## src/rtl/dcache_ctrl_pkg.sv

```systemverilog
// Shared types and address-field constants for the direct-mapped data cache controller.
package dcache_ctrl_pkg;

  typedef enum logic [1:0] {
    S_IDLE = 2'd0,
    S_WB   = 2'd1,
    S_FILL = 2'd2,
    S_DONE = 2'd3
  } state_t;

  localparam int ADDR_W      = 16;
  localparam int DATA_W      = 16;
  localparam int LINE_WORDS  = 4;
  localparam int OFFSET_BITS = 2;
  localparam int OFFSET_LSB  = 1;
  localparam int INDEX_LSB   = OFFSET_LSB + OFFSET_BITS;

  function automatic int tag_bits(input int index_bits);
    return ADDR_W - INDEX_LSB - index_bits;
  endfunction

endpackage

```

## src/rtl/dcache_ctrl_if.sv

```systemverilog
// Memory-stage request/response and backing-memory handshake bundle.
interface dcache_ctrl_if;
  import dcache_ctrl_pkg::*;

  logic              rd;
  logic              wr;
  logic [ADDR_W-1:0] addr;
  logic [DATA_W-1:0] wdata;
  logic [DATA_W-1:0] rdata;
  logic              done;
  logic              stall;
  logic              hit;
  logic              err;
  logic              mem_req;
  logic              mem_we;
  logic [ADDR_W-1:0] mem_addr;
  logic [DATA_W-1:0] mem_wdata;
  logic              mem_ack;
  logic [DATA_W-1:0] mem_rdata;

  modport slave (
    input  rd, wr, addr, wdata, mem_ack, mem_rdata,
    output rdata, done, stall, hit, err, mem_req, mem_we, mem_addr, mem_wdata
  );

  modport master (
    output rd, wr, addr, wdata, mem_ack, mem_rdata,
    input  rdata, done, stall, hit, err, mem_req, mem_we, mem_addr, mem_wdata
  );
endinterface

```

## src/rtl/dcache_ctrl_array.sv

```systemverilog
// Tag/valid/dirty/data storage: combinational read by index, synchronous writes.
module dcache_array
  import dcache_ctrl_pkg::*;
#(
  parameter int INDEX_BITS = 5,
  parameter int TAG_W      = tag_bits(INDEX_BITS)
) (
  input  logic                                  clk,
  input  logic                                  rst,
  input  logic [INDEX_BITS-1:0]                 idx,
  output logic [TAG_W-1:0]                      rd_tag,
  output logic                                  rd_valid,
  output logic                                  rd_dirty,
  output logic [LINE_WORDS-1:0][DATA_W-1:0]     rd_line,
  input  logic                                  word_we,
  input  logic [OFFSET_BITS-1:0]                wr_off,
  input  logic [DATA_W-1:0]                     wr_data,
  input  logic                                  tag_we,
  input  logic [TAG_W-1:0]                      wr_tag,
  input  logic                                  set_dirty
);
  localparam int LINES = 1 << INDEX_BITS;

  logic [LINES-1:0] valid_q, valid_d;
  logic [LINES-1:0] dirty_q, dirty_d;
  logic [TAG_W-1:0] tag_q [LINES];
  logic [LINE_WORDS-1:0][DATA_W-1:0] data_q [LINES];

  always_comb begin
    valid_d = valid_q;
    dirty_d = dirty_q;
    // A tag write marks the line freshly refilled, hence clean.
    if (tag_we) begin
      valid_d[idx] = 1'b1;
      dirty_d[idx] = 1'b0;
    end
    if (set_dirty) dirty_d[idx] = 1'b1;
  end

  always_ff @(posedge clk or negedge rst) begin
    if (!rst) begin
      valid_q <= '0;
      dirty_q <= '0;
    end else begin
      valid_q <= valid_d;
      dirty_q <= dirty_d;
    end
  end

  always_ff @(posedge clk) begin
    if (word_we) data_q[idx][wr_off] <= wr_data;
    if (tag_we)  tag_q[idx]          <= wr_tag;
  end

  assign rd_tag   = tag_q[idx];
  assign rd_valid = valid_q[idx];
  assign rd_dirty = dirty_q[idx];
  assign rd_line  = data_q[idx];
endmodule

```

## src/rtl/dcache_ctrl.sv

```systemverilog
// Direct-mapped write-back, write-allocate data cache controller with line writeback/refill FSM.
//   state  | meaning
//   S_IDLE | combinational lookup; hit completes, miss latches request
//   S_WB   | write dirty victim line to memory, one word per ack
//   S_FILL | read requested line from memory, one word per ack
//   S_DONE | complete the access from the refilled line
module dcache_ctrl
  import dcache_ctrl_pkg::*;
#(
  parameter int INDEX_BITS  = 5,
  parameter int MEM_TIMEOUT = 255
) (
  input  logic          clk,
  input  logic          rst,
  dcache_ctrl_if.slave  bus
);
  localparam int TAG_W  = tag_bits(INDEX_BITS);
  localparam int IDX_LO = OFFSET_BITS;
  localparam int TMO_W  = $clog2(MEM_TIMEOUT + 1);
  localparam logic [TMO_W-1:0]       TMO_LOAD  = TMO_W'(MEM_TIMEOUT - 1);
  localparam logic [OFFSET_BITS-1:0] LAST_WORD = OFFSET_BITS'(LINE_WORDS - 1);

  state_t                  state_q, state_d;
  logic [OFFSET_BITS-1:0]  cnt_q, cnt_d;
  logic [TMO_W-1:0]        tmo_q, tmo_d;
  logic                    err_q, err_d;
  logic [ADDR_W-2:0]       addr_q, addr_d;
  logic                    wr_q, wr_d;
  logic [DATA_W-1:0]       wdata_q, wdata_d;

  logic [ADDR_W-2:0]       cur_word;
  logic [OFFSET_BITS-1:0]  cur_off;
  logic [INDEX_BITS-1:0]   cur_idx;
  logic [TAG_W-1:0]        cur_tag;
  logic [TAG_W-1:0]        a_tag;
  logic                    a_valid, a_dirty;
  logic [LINE_WORDS-1:0][DATA_W-1:0] a_line;

  logic                    word_we, tag_we, set_dirty, req_bad;
  logic [OFFSET_BITS-1:0]  wr_off;
  logic [DATA_W-1:0]       wr_data;
  logic [DATA_W-1:0]       rdata, mem_wdata;
  logic [ADDR_W-1:0]       mem_addr;
  logic                    done, stall, hit, mem_req, mem_we;

  // Lookup uses the live address only in IDLE; afterwards the latched copy.
  assign cur_word = (state_q == S_IDLE) ? bus.addr[ADDR_W-1:1] : addr_q;
  assign cur_off  = cur_word[OFFSET_BITS-1:0];
  assign cur_idx  = cur_word[IDX_LO+INDEX_BITS-1:IDX_LO];
  assign cur_tag  = cur_word[ADDR_W-2:IDX_LO+INDEX_BITS];

  dcache_array #(.INDEX_BITS(INDEX_BITS), .TAG_W(TAG_W)) u_array (
    .clk       (clk),
    .rst       (rst),
    .idx       (cur_idx),
    .rd_tag    (a_tag),
    .rd_valid  (a_valid),
    .rd_dirty  (a_dirty),
    .rd_line   (a_line),
    .word_we   (word_we),
    .wr_off    (wr_off),
    .wr_data   (wr_data),
    .tag_we    (tag_we),
    .wr_tag    (cur_tag),
    .set_dirty (set_dirty)
  );

  always_comb begin
    state_d   = state_q;
    cnt_d     = cnt_q;
    tmo_d     = tmo_q;
    err_d     = err_q;
    addr_d    = addr_q;
    wr_d      = wr_q;
    wdata_d   = wdata_q;
    rdata     = '0;
    done      = 1'b0;
    stall     = 1'b0;
    hit       = 1'b0;
    mem_req   = 1'b0;
    mem_we    = 1'b0;
    mem_addr  = '0;
    mem_wdata = '0;
    word_we   = 1'b0;
    tag_we    = 1'b0;
    set_dirty = 1'b0;
    wr_off    = cur_off;
    wr_data   = bus.wdata;
    req_bad   = 1'b0;

    unique case (state_q)
      S_IDLE: begin
        if ((bus.rd || bus.wr) && (bus.addr[0] || (bus.rd && bus.wr))) begin
          req_bad = 1'b1;
        end else if (bus.rd || bus.wr) begin
          if (a_valid && (a_tag == cur_tag)) begin
            done = 1'b1;
            hit  = 1'b1;
            if (bus.rd) begin
              rdata = a_line[cur_off];
            end else begin
              word_we   = 1'b1;
              set_dirty = 1'b1;
            end
          end else begin
            stall   = 1'b1;
            addr_d  = bus.addr[ADDR_W-1:1];
            wr_d    = bus.wr;
            wdata_d = bus.wdata;
            cnt_d   = '0;
            tmo_d   = TMO_LOAD;
            state_d = (a_valid && a_dirty) ? S_WB : S_FILL;
          end
        end
      end
      S_WB, S_FILL: begin
        stall   = 1'b1;
        mem_req = 1'b1;
        if (state_q == S_WB) begin
          mem_we    = 1'b1;
          mem_addr  = {a_tag, cur_idx, cnt_q, 1'b0};
          mem_wdata = a_line[cnt_q];
        end else begin
          mem_addr  = {cur_tag, cur_idx, cnt_q, 1'b0};
        end
        // A timed-out transfer freezes the FSM until reset.
        if (!err_q) begin
          if (bus.mem_ack) begin
            cnt_d = cnt_q + 1'b1;
            tmo_d = TMO_LOAD;
            if (state_q == S_FILL) begin
              word_we = 1'b1;
              wr_off  = cnt_q;
              wr_data = bus.mem_rdata;
            end
            if (cnt_q == LAST_WORD) begin
              if (state_q == S_WB) begin
                state_d = S_FILL;
              end else begin
                tag_we  = 1'b1;
                state_d = S_DONE;
              end
            end
          end else if (tmo_q == '0) begin
            err_d = 1'b1;
          end else begin
            tmo_d = tmo_q - 1'b1;
          end
        end
      end
      S_DONE: begin
        done = 1'b1;
        if (wr_q) begin
          word_we   = 1'b1;
          wr_data   = wdata_q;
          set_dirty = 1'b1;
        end else begin
          rdata = a_line[cur_off];
        end
        state_d = S_IDLE;
      end
      default: state_d = S_IDLE;
    endcase
  end

  always_ff @(posedge clk or negedge rst) begin
    if (!rst) begin
      state_q <= S_IDLE;
      cnt_q   <= '0;
      tmo_q   <= '0;
      err_q   <= 1'b0;
      addr_q  <= '0;
      wr_q    <= 1'b0;
      wdata_q <= '0;
    end else begin
      state_q <= state_d;
      cnt_q   <= cnt_d;
      tmo_q   <= tmo_d;
      err_q   <= err_d;
      addr_q  <= addr_d;
      wr_q    <= wr_d;
      wdata_q <= wdata_d;
    end
  end

  assign bus.rdata     = rdata;
  assign bus.done      = done;
  assign bus.stall     = stall;
  assign bus.hit       = hit;
  assign bus.err       = err_q | req_bad;
  assign bus.mem_req   = mem_req;
  assign bus.mem_we    = mem_we;
  assign bus.mem_addr  = mem_addr;
  assign bus.mem_wdata = mem_wdata;
endmodule

```

## src/flat_wrapper.sv

```systemverilog
// flat-port wrapper written by rule: the top's interface ports become plain ports
module dcache_ctrl_flat import dcache_ctrl_pkg::*;
#(
  parameter int INDEX_BITS  = 5,
  parameter int MEM_TIMEOUT = 255
)
  (clk, rst, bus_rd, bus_wr, bus_addr, bus_wdata, bus_mem_ack, bus_mem_rdata, bus_rdata, bus_done, bus_stall, bus_hit, bus_err, bus_mem_req, bus_mem_we, bus_mem_addr, bus_mem_wdata);
  dcache_ctrl_if bus_i ();
  input  logic clk;
  input  logic rst;
  input wire logic [$bits(bus_i.rd)-1:0] bus_rd;
  input wire logic [$bits(bus_i.wr)-1:0] bus_wr;
  input wire logic [$bits(bus_i.addr)-1:0] bus_addr;
  input wire logic [$bits(bus_i.wdata)-1:0] bus_wdata;
  input wire logic [$bits(bus_i.mem_ack)-1:0] bus_mem_ack;
  input wire logic [$bits(bus_i.mem_rdata)-1:0] bus_mem_rdata;
  output wire logic [$bits(bus_i.rdata)-1:0] bus_rdata;
  output wire logic [$bits(bus_i.done)-1:0] bus_done;
  output wire logic [$bits(bus_i.stall)-1:0] bus_stall;
  output wire logic [$bits(bus_i.hit)-1:0] bus_hit;
  output wire logic [$bits(bus_i.err)-1:0] bus_err;
  output wire logic [$bits(bus_i.mem_req)-1:0] bus_mem_req;
  output wire logic [$bits(bus_i.mem_we)-1:0] bus_mem_we;
  output wire logic [$bits(bus_i.mem_addr)-1:0] bus_mem_addr;
  output wire logic [$bits(bus_i.mem_wdata)-1:0] bus_mem_wdata;
  assign bus_i.rd = bus_rd;
  assign bus_i.wr = bus_wr;
  assign bus_i.addr = bus_addr;
  assign bus_i.wdata = bus_wdata;
  assign bus_i.mem_ack = bus_mem_ack;
  assign bus_i.mem_rdata = bus_mem_rdata;
  assign bus_rdata = bus_i.rdata;
  assign bus_done = bus_i.done;
  assign bus_stall = bus_i.stall;
  assign bus_hit = bus_i.hit;
  assign bus_err = bus_i.err;
  assign bus_mem_req = bus_i.mem_req;
  assign bus_mem_we = bus_i.mem_we;
  assign bus_mem_addr = bus_i.mem_addr;
  assign bus_mem_wdata = bus_i.mem_wdata;
  dcache_ctrl #(.INDEX_BITS(INDEX_BITS), .MEM_TIMEOUT(MEM_TIMEOUT)) u_core (.clk(clk), .rst(rst), .bus(bus_i));
endmodule
```

## config.mk

```make
export PLATFORM = sky130hd
export DESIGN_NAME = dcache_ctrl_flat
export DESIGN_NICKNAME = d
export VERILOG_FILES = /design/src/rtl/dcache_ctrl_pkg.sv /design/src/rtl/dcache_ctrl_if.sv /design/src/rtl/dcache_ctrl_array.sv /design/src/rtl/dcache_ctrl.sv /design/src/flat_wrapper.sv
export SDC_FILE = /design/constraint.sdc
export NUM_CORES = 2
export LEC_CHECK = 0
export CAP_MARGIN = 0
export CORE_MARGIN = 2
export CORE_UTILIZATION = 30
export CTS_CLUSTER_SIZE = 8
export DETAILED_ROUTE_END_ITERATION = 12
export PLACE_DENSITY_LB_ADDON = 0.05
export SKIP_LAST_GASP = 1
export SLEW_MARGIN = 30
export SYNTH_ARGS = -nofsm -noshare
export SYNTH_HDL_FRONTEND = slang
export SYNTH_SLANG_ARGS = --single-unit
```

## constraint.sdc

```tcl
create_clock -name clk -period 8.25 [get_ports clk]
set_input_delay 2.475 -clock clk [delete_from_list [all_inputs] [get_ports clk]]
set_output_delay 2.475 -clock clk [all_outputs]
set_load 0.005 [all_outputs]
```

* Word level (Yosys, flattened, before mapping)
Memory sizes are Yosys's and may differ from the RTL's.
Cells that the tools add are included.
** Storage, ports and cells
- RAM bits :: 2304
- Memories kept :: 2
- Bits of input ports :: 53
- Memory bits (read-only) :: 0
- Bits in latches :: 0
- Word-level logic and storage cells :: 146
- Register bits :: 109
** Cells by class
- Multiply operators :: 0
- Div/mod/pow operators :: 0
- $add $sub $neg :: 2
- Muxes and demuxes :: 92
- Equal/unequal tests :: 12
- Shift-type cells :: 0
- Bitwise logic cells :: 7
- Reductions and logical operators :: 16
- $lt $le $gt $ge :: 6
** Memories
- u_core.u_array.data_q :: words 32, bits a word 64, rd ports 1, clocked after memory_dff 0, wr ports 1, line dcache_ctrl_array.sv:27 : logic [LINE_WORDS-1:0][DATA_W-1:0] data_q [LINES];
- u_core.u_array.tag_q :: words 32, bits a word 8, rd ports 1, clocked after memory_dff 0, wr ports 1, line dcache_ctrl_array.sv:26 : logic [TAG_W-1:0] tag_q [LINES];
** Operators with widths (count)
- $mux W16 :: 16
- $bmux W16 S2 :: 2
- $mux W32 :: 2
- $mux W64 :: 1
- $or A32 B32 Y32 :: 2
- $pmux W16 S2 :: 2
- $mux W8 :: 6
- $mux W1 :: 35
- $and A32 B32 Y32 :: 1
- $demux W16 S2 :: 1
- $mux W2 :: 16
- $not A32 Y32 :: 1
- $reduce_and A6 Y1 :: 3
- $pmux W8 S2 :: 1
- $mux W15 :: 1
- $bmux W1 S5 :: 2
- $ne A2 B2 Y1 const B :: 5
- $lt A2 B3 Y1 const B :: 3
- $eq A8 B8 Y1 :: 1
- $logic_not A8 Y1 :: 1
- $sub A8 B1 Y8 const B :: 1
- $eq A2 B2 Y1 const B :: 3
- $logic_and A1 B1 Y1 :: 6
- $lt A5 B6 Y1 const B :: 1
- 18 further kinds :: 22

* Longest topological paths before layout
- Depth after elaboration :: 11
- Mapped depth :: 20

* By module
From an unflattened synthesis, not the netlist that was laid out.
** Second synthesis, totals
- Cell total of the unflattened synthesis :: 5389
- Area, all modules :: 94774.6 µm²
** Modules (own cells, without submodules)
- dcache_array :: instances 1, cells each 5014, area an instance 90808.3 µm², seq. area each 70787.9 µm²
- dcache_ctrl :: instances 1, cells each 375, area an instance 3966.3 µm², seq. area each 1126.1 µm²

* Worst setup path before layout
OpenSTA, ideal clock, no wires.
- Kind :: input port to flip-flop
- Start point :: input bus_mem_ack
- End point :: memory u_core.u_array.data_q[0][10] (netlist name), data pin
- Path slack :: -1.638 ns
- Library setup time :: 1.197 ns
- Cell stages on the path :: 7
- Data arrival time :: 8.691 ns
- Required time :: 7.053 ns
- Buffers on the path :: 3
- Cells stage by stage :: nor2b_1 > and3_1 > clkbuf_1 > clkbuf_1 > clkbuf_1 > a22oi_1 > o21ai_0
** Between the ends
- Cells in the longest elaborated chain, start to end :: 3
** RTL lines
- start, declared :: line flat_wrapper.sv:15 : input wire logic [$bits(bus_i.mem_ack)-1:0] bus_mem_ack;
- $mux W16 :: line dcache_ctrl.sv:128 : if (bus.mem_ack) begin
- $mux W16 :: line dcache_ctrl.sv:127 : if (!err_q) begin
- $pmux W16 S2 :: line dcache_ctrl.sv:91 : unique case (state_q)
- net u_core.u_array.wr_data[10] :: line dcache_ctrl_array.sv:17 : input logic [DATA_W-1:0] wr_data,
- end, declared :: line dcache_ctrl_array.sv:27
The timed path passes the listed nets, and every way through them passes these cells.

* Final worst setup path
- Start point :: input bus_addr[3]
- End point :: output bus_rdata[0]
** Between the ends
- Cells in the longest elaborated chain, start to end :: 9
** RTL lines
- start, declared :: line flat_wrapper.sv:13 : input wire logic [$bits(bus_i.addr)-1:0] bus_addr;
- $mux W15 (*) :: line dcache_ctrl.sv:47 : assign cur_word = (state_q == S_IDLE) ? bus.addr[ADDR_W-1:1] : addr_q;
- $mem_v2 Z32 W64
- $bmux W16 S2 :: line dcache_ctrl.sv:100, dcache_ctrl.sv:158
- $mux W16 (implied by the code) :: line dcache_ctrl.sv:100, dcache_ctrl.sv:158
- $mux W16 :: line dcache_ctrl.sv:99 : if (bus.rd) begin
- $mux W16 :: line dcache_ctrl.sv:96 : if (a_valid && (a_tag == cur_tag)) begin
- $mux W16 :: line dcache_ctrl.sv:95 : end else if (bus.rd || bus.wr) begin
- $mux W16 :: line dcache_ctrl.sv:93 : if ((bus.rd || bus.wr) && (bus.addr[0] || (bus.rd && bus.wr))) begin
- $pmux W16 S2 (*) :: line dcache_ctrl.sv:91
- end, declared :: line flat_wrapper.sv:17 : output wire logic [$bits(bus_i.rdata)-1:0] bus_rdata;
Mark *: on every way between the ends. The rest lies on a longest branch, timed or not. The select of a mux whose other input is x is not followed.

==> results.py <==
metrics = {
    "setup_path": {
        "critPathCapture": "bus_rdata[0]",
        "r2r_cells": 39,
        "cp_cell_sequence": "buf_12, mux2_8, mux2i_4, a221oi_2, buf_4, o221ai_4, nor4_4, buf_4, xnor2_2, nand4_1, buf_4, or3_4, o22ai_4, buf_12, buf_12, buf_6, buf_6, o211a_1, buf_2",
        "path_class": "input port to output port",
        "critPathTopFamily": "buffers and inverters",
        "crit_arrival_ns": 6.19,
        "critical_path.startpoint": "bus_addr[3]",
        "cp_max_fo": 8,
        "r2r_start": "u_core.state_q[1]",
        "max_stage_delay_ns": 0.39,
        "crit_path_end_kind": "output port",
        "r2r_slack_ns": 0.33,
        "crit_path_start_kind": "input port",
        "r2r_end": "u_core.u_array.data_q[11][41]",
        "slowest_stage": "or3_4",
        "cp.buffers_inverters": 9,
        "cp_data_required_time_ns": 5.78,
        "critical_path_depth": 19,
    },
    "clock_tree": {
        "clockBufferDepth": 4,
        "clk_latency_ns": 0.92,
        "htreeDepth": 5,
        "cts.clk_slew.worst_paths_ns": 0.05,
        "postCtsHoldBufs": 0,
        "cts.sinks": 2413,
        "clock_tree.root_cell": "clkbuf_16",
        "cts_buffers": 342,
        "tritoncts": "built",
    },
    "floorplan": {
        "num_io_pins": 107,
        "fp.dieH_um": 574,
        "fp.coreArea_um2": 324000,
        "dieWidth_um": 574,
        "placementRows": 209,
        "dieArea_um2": 330000,
        "initial_core_util_pct": 30.1,
    },
    "place": {
        "dp_cells": 12200,
        "place_hpwl_mm": 223,
        "pre_cts_ws_ns": -1.54,
        "numPortBuffers": 105,
        "gp_congestion": 0.847,
    },
    "hold_path": {
        "holdPathStages": 1,
        "hold_path_class": "flop to flop",
    },
    "power": {
        "pwr-share-comb_pct": 48.6,
        "internal-power_mw": 33.6,
        "p_leak_nw": 45.7,
        "power_switching_mw": 22.7,
        "switching_share_pct": 40.3,
        "pwr-share-clk_pct": 22.7,
        "irDropWorstVdd_v": 0.000737,
        "seqPwrFrac_pct": 28.7,
        "p_per_area_nw_per_um2": 451,
    },
    "detailed_routing": {
        "wl_per_cell_um": 30.3,
        "drc": 0,
        "viasPerCell": 5.20,
        "drt_iter0_drc": 6525,
        "drtAntennaViolNets": 0,
        "drt_wl_total_mm": 389,
        "firstDrtPassIters": 6,
        "vias": 66700,
    },
    "sta": {
        "tightestPinTransition_ns": 1.18,
        "final_hold_viol_count": 0,
        "fmax_mhz": 115,
        "setup_ws_ns": -0.411,
        "fin_setup_tns_ns": -6.84,
        "clock_skew_ns": 0.0412,
        "rsz0062_at_grt": "true",
        "finalSetupViolCount": 32,
        "final.period_utilization_pct": 105,
        "slew_headroom_pct": 21.6,
        "min_period_ns": 8.66,
        "drv_slew": 0,
    },
    "finish": {
        "syn_to_final_growth_pct": 28.1,
        "fillers": 30700,
        "stdcell_count": 12800,
        "drive_gt1_share_pct": 21.6,
        "nets": 8466,
        "multi_input_area_um2": 25400,
        "seq_area_um2": 71900,
    },
    "yosys": {
        "synth_adder_area_share_pct": 0.100,
        "synth.area.mux_share_pct": 1.72,
        "postSynthCellCount": 7458,
        "avgSynthCellArea_um2": 13.1,
        "synth-edff-count": 2304,
        "ys_seq_elements": 2413,
        "syn_nets": 7518,
        "synth_top_family_by_area": "simple AND/OR/NAND/NOR gates",
        "ys_types": 86,
        "syn_area_um2": 97500,
        "synth_flop_cell": "edfxtp_1",
        "synth_compound_area_share_pct": 7.32,
        "synthArstFlopShare_pct": 4.52,
        "yosysSeqAreaShare_pct": 73.8,
        "yosys.area_share.simple_pct": 14.5,
        "synth_xor_area_share_pct": 0.0616,
        "yosysWarnings": 0,
    },
    "global_route": {
        "grt_pass1_wl_mm": 537,
        "antenna_found_initial": 16,
        "track_usage_pct": 22.9,
        "grt_pass1_vias": 65500,
        "grt_overflow": 0,
        "grt_max_degree": 129,
    },
    "job": {
        "drv_cap": 0,
    },
    "outcome": {
        "violations": "negative setup slack",
        "status": "finished with violations",
    },
}
==> power by group through the flow <==
stage	clock network, mW	registers, mW	logic, mW
2_1_floorplan	0	16.8	10.5
3_3_place_gp	0	16.4	23.7
3_5_place_dp	0	16.4	23.7
4_1_cts	13.1	16.2	27.5
5_1_grt	13.5	16.2	28.9
6_report	12.8	16.2	27.4
==> routing by layer <==
metal | part of all wire, % | vias to the layer above | track usage, %
li1 | - | 29400 | -
met1 | 45 | 34900 | 32.3
met2 | 47 | 1980 | 37.4
met3 | 5.0 | 439 | 2.66
met4 | 2.6 | 0 | 5.95
met5 | 0 | - | 0
==> flip-flops by register name, summed over array words and instances, names as in the netlist, 2 cells and up <==
signal                  count
u_core.cnt_q                2
u_core.u_array.dirty_q     32
u_core.tmo_q                8
u_core.u_array.valid_q     32
u_core.u_array.tag_q      256
u_core.state_q              2
u_core.wdata_q             16
u_core.addr_q              15
u_core.u_array.data_q    2048
==> placed cells by master, fill, tap and decap left out, types with 11 or more instances in the layout <==
| cell type | count |
|---|---|
| a21o_1 | 68 |
| a21oi_1 | 66 |
| a22o_1 | 35 |
| a22oi_1 | 19 |
| a31oi_1 | 457 |
| a31oi_2 | 34 |
| and3_1 | 492 |
| buf_12 | 125 |
| buf_16 | 59 |
| buf_2 | 14 |
| buf_4 | 640 |
| buf_6 | 146 |
| buf_8 | 13 |
| bufbuf_16 | 30 |
| clkbuf_1 | 57 |
| clkbuf_16 | 351 |
| clkdlybuf4s50_1 | 72 |
| dfrtp_1 | 108 |
| edfxtp_1 | 2304 |
| inv_1 | 46 |
| mux2_1 | 25 |
| mux2_2 | 24 |
| mux2i_1 | 32 |
| mux4_2 | 31 |
| nand2_1 | 2300 |
| nand3_1 | 94 |
| nor2_1 | 57 |
| nor2_2 | 101 |
| nor2_4 | 22 |
| nor2b_1 | 21 |
| nor4_1 | 15 |
| nor4_2 | 32 |
| nor4_4 | 21 |
| o2111ai_1 | 11 |
| o211a_1 | 18 |
| o21ai_0 | 13 |
| o21ai_4 | 17 |
| o22ai_1 | 233 |
| o22ai_2 | 29 |
| or2_2 | 34 |
==> kinds of logic after synthesis <==
kind of cell	after synthesis
multiplexers	122
XOR/XNOR	6
buffers and inverters	561
AO/OA/AOI/OAI	1082
adder cells (fa/ha/maj)	8
other	1
flip-flops	2413
AND/OR/NAND/NOR	3265
==> layout make-up <==
class / instances / area share [%]
Tap cell: 4325 / 4.33
Antenna cell: 8 / 0.0160
Timing Repair Buffer: 1117 / 10.2
Multi-Input combinational cell: 4486 / 20.3
Sequential cell: 2413 / 57.6
Clock buffer: 406 / 7.14
Clock inverter: 22 / 0.282
Inverter: 46 / 0.138
==> worst min path at each step <==
stage | from | to | slack (ns)
2_1_floorplan | u_core.u_array.valid_q[16] | u_core.u_array.valid_q[16] | 0.44
3_3_place_gp | u_core.u_array.valid_q[28] | u_core.u_array.valid_q[28] | 0.45
3_5_place_dp | u_core.u_array.valid_q[28] | u_core.u_array.valid_q[28] | 0.45
4_1_cts | u_core.u_array.valid_q[28] | u_core.u_array.valid_q[28] | 0.47
5_1_grt | u_core.u_array.valid_q[12] | u_core.u_array.valid_q[12] | 0.48
6_report | u_core.u_array.valid_q[29] | u_core.u_array.valid_q[29] | 0.46
==> per-stage QoR <==
step	hold slack, ns	utilization (%)	power, mW	cell area [µm²]
6_report	0.461	38.6	56.3	125000
5_1_grt	0.479	38.6	58.6	125000
4_1_cts	0.466	38.4	56.7	124000
3_5_place_dp	0.454	34.1	40.1	110000
3_3_place_gp	0.450	34.1	40.1	110000
2_1_floorplan	0.439	-	27.3	97500
==> Yosys cell counts, drive strengths merged (4+ instances only) <==
cell type	n	share of area, %
nand4bb	5	0.058
buf	225	1.2
inv	46	0.18
nand2	2305	8.9
nor4	68	0.44
or4	4	0.031
and3	492	3.2
nor2b	26	0.17
or3b	4	0.036
or3	7	0.050
o2111ai	12	0.11
a2111oi	10	0.091
or2	34	0.22
and2	14	0.090
nand4	5	0.038
o21ai	32	0.16
a21oi	72	0.37
a22o	35	0.31
nand3b	5	0.042
a22oi	19	0.15
mux4	31	0.72
o21a	4	0.031
nand3	95	0.49
mux2	51	0.60
o211a	20	0.21
a21o	68	0.52
o41ai	5	0.053
mux2i	40	0.41
a31oi	494	3.2
clkbuf	290	1.1
a311oi	5	0.045
ha	7	0.090
o22ai	264	1.7
nor2	180	0.69
a32oi	4	0.036
dfrtp	109	2.8
edfxtp	2304	71
a41oi	8	0.072
nand2b	8	0.051
==> worst reg2reg max path: cells and delay by family (launching register included) <==
family / cells / cell delay (ns)
compound gates: 4 / 0.84
xor+xnor: 1 / 0.24
fa+ha+maj: 1 / 0.57
buf+inv: 28 / 3.97
flops: 1 / 0.42
simple gates: 5 / 1.51
==> what timing repair did <==
action | 4_1_cts | 5_1_grt
setup buffers | 120 | 9
pin swaps | 62 | 11
endpoints found under the setup margin | 41 | 2083
resized for setup | 576 | 79
gates cloned | 56 | 13
(Power assumes the default switching activity.)
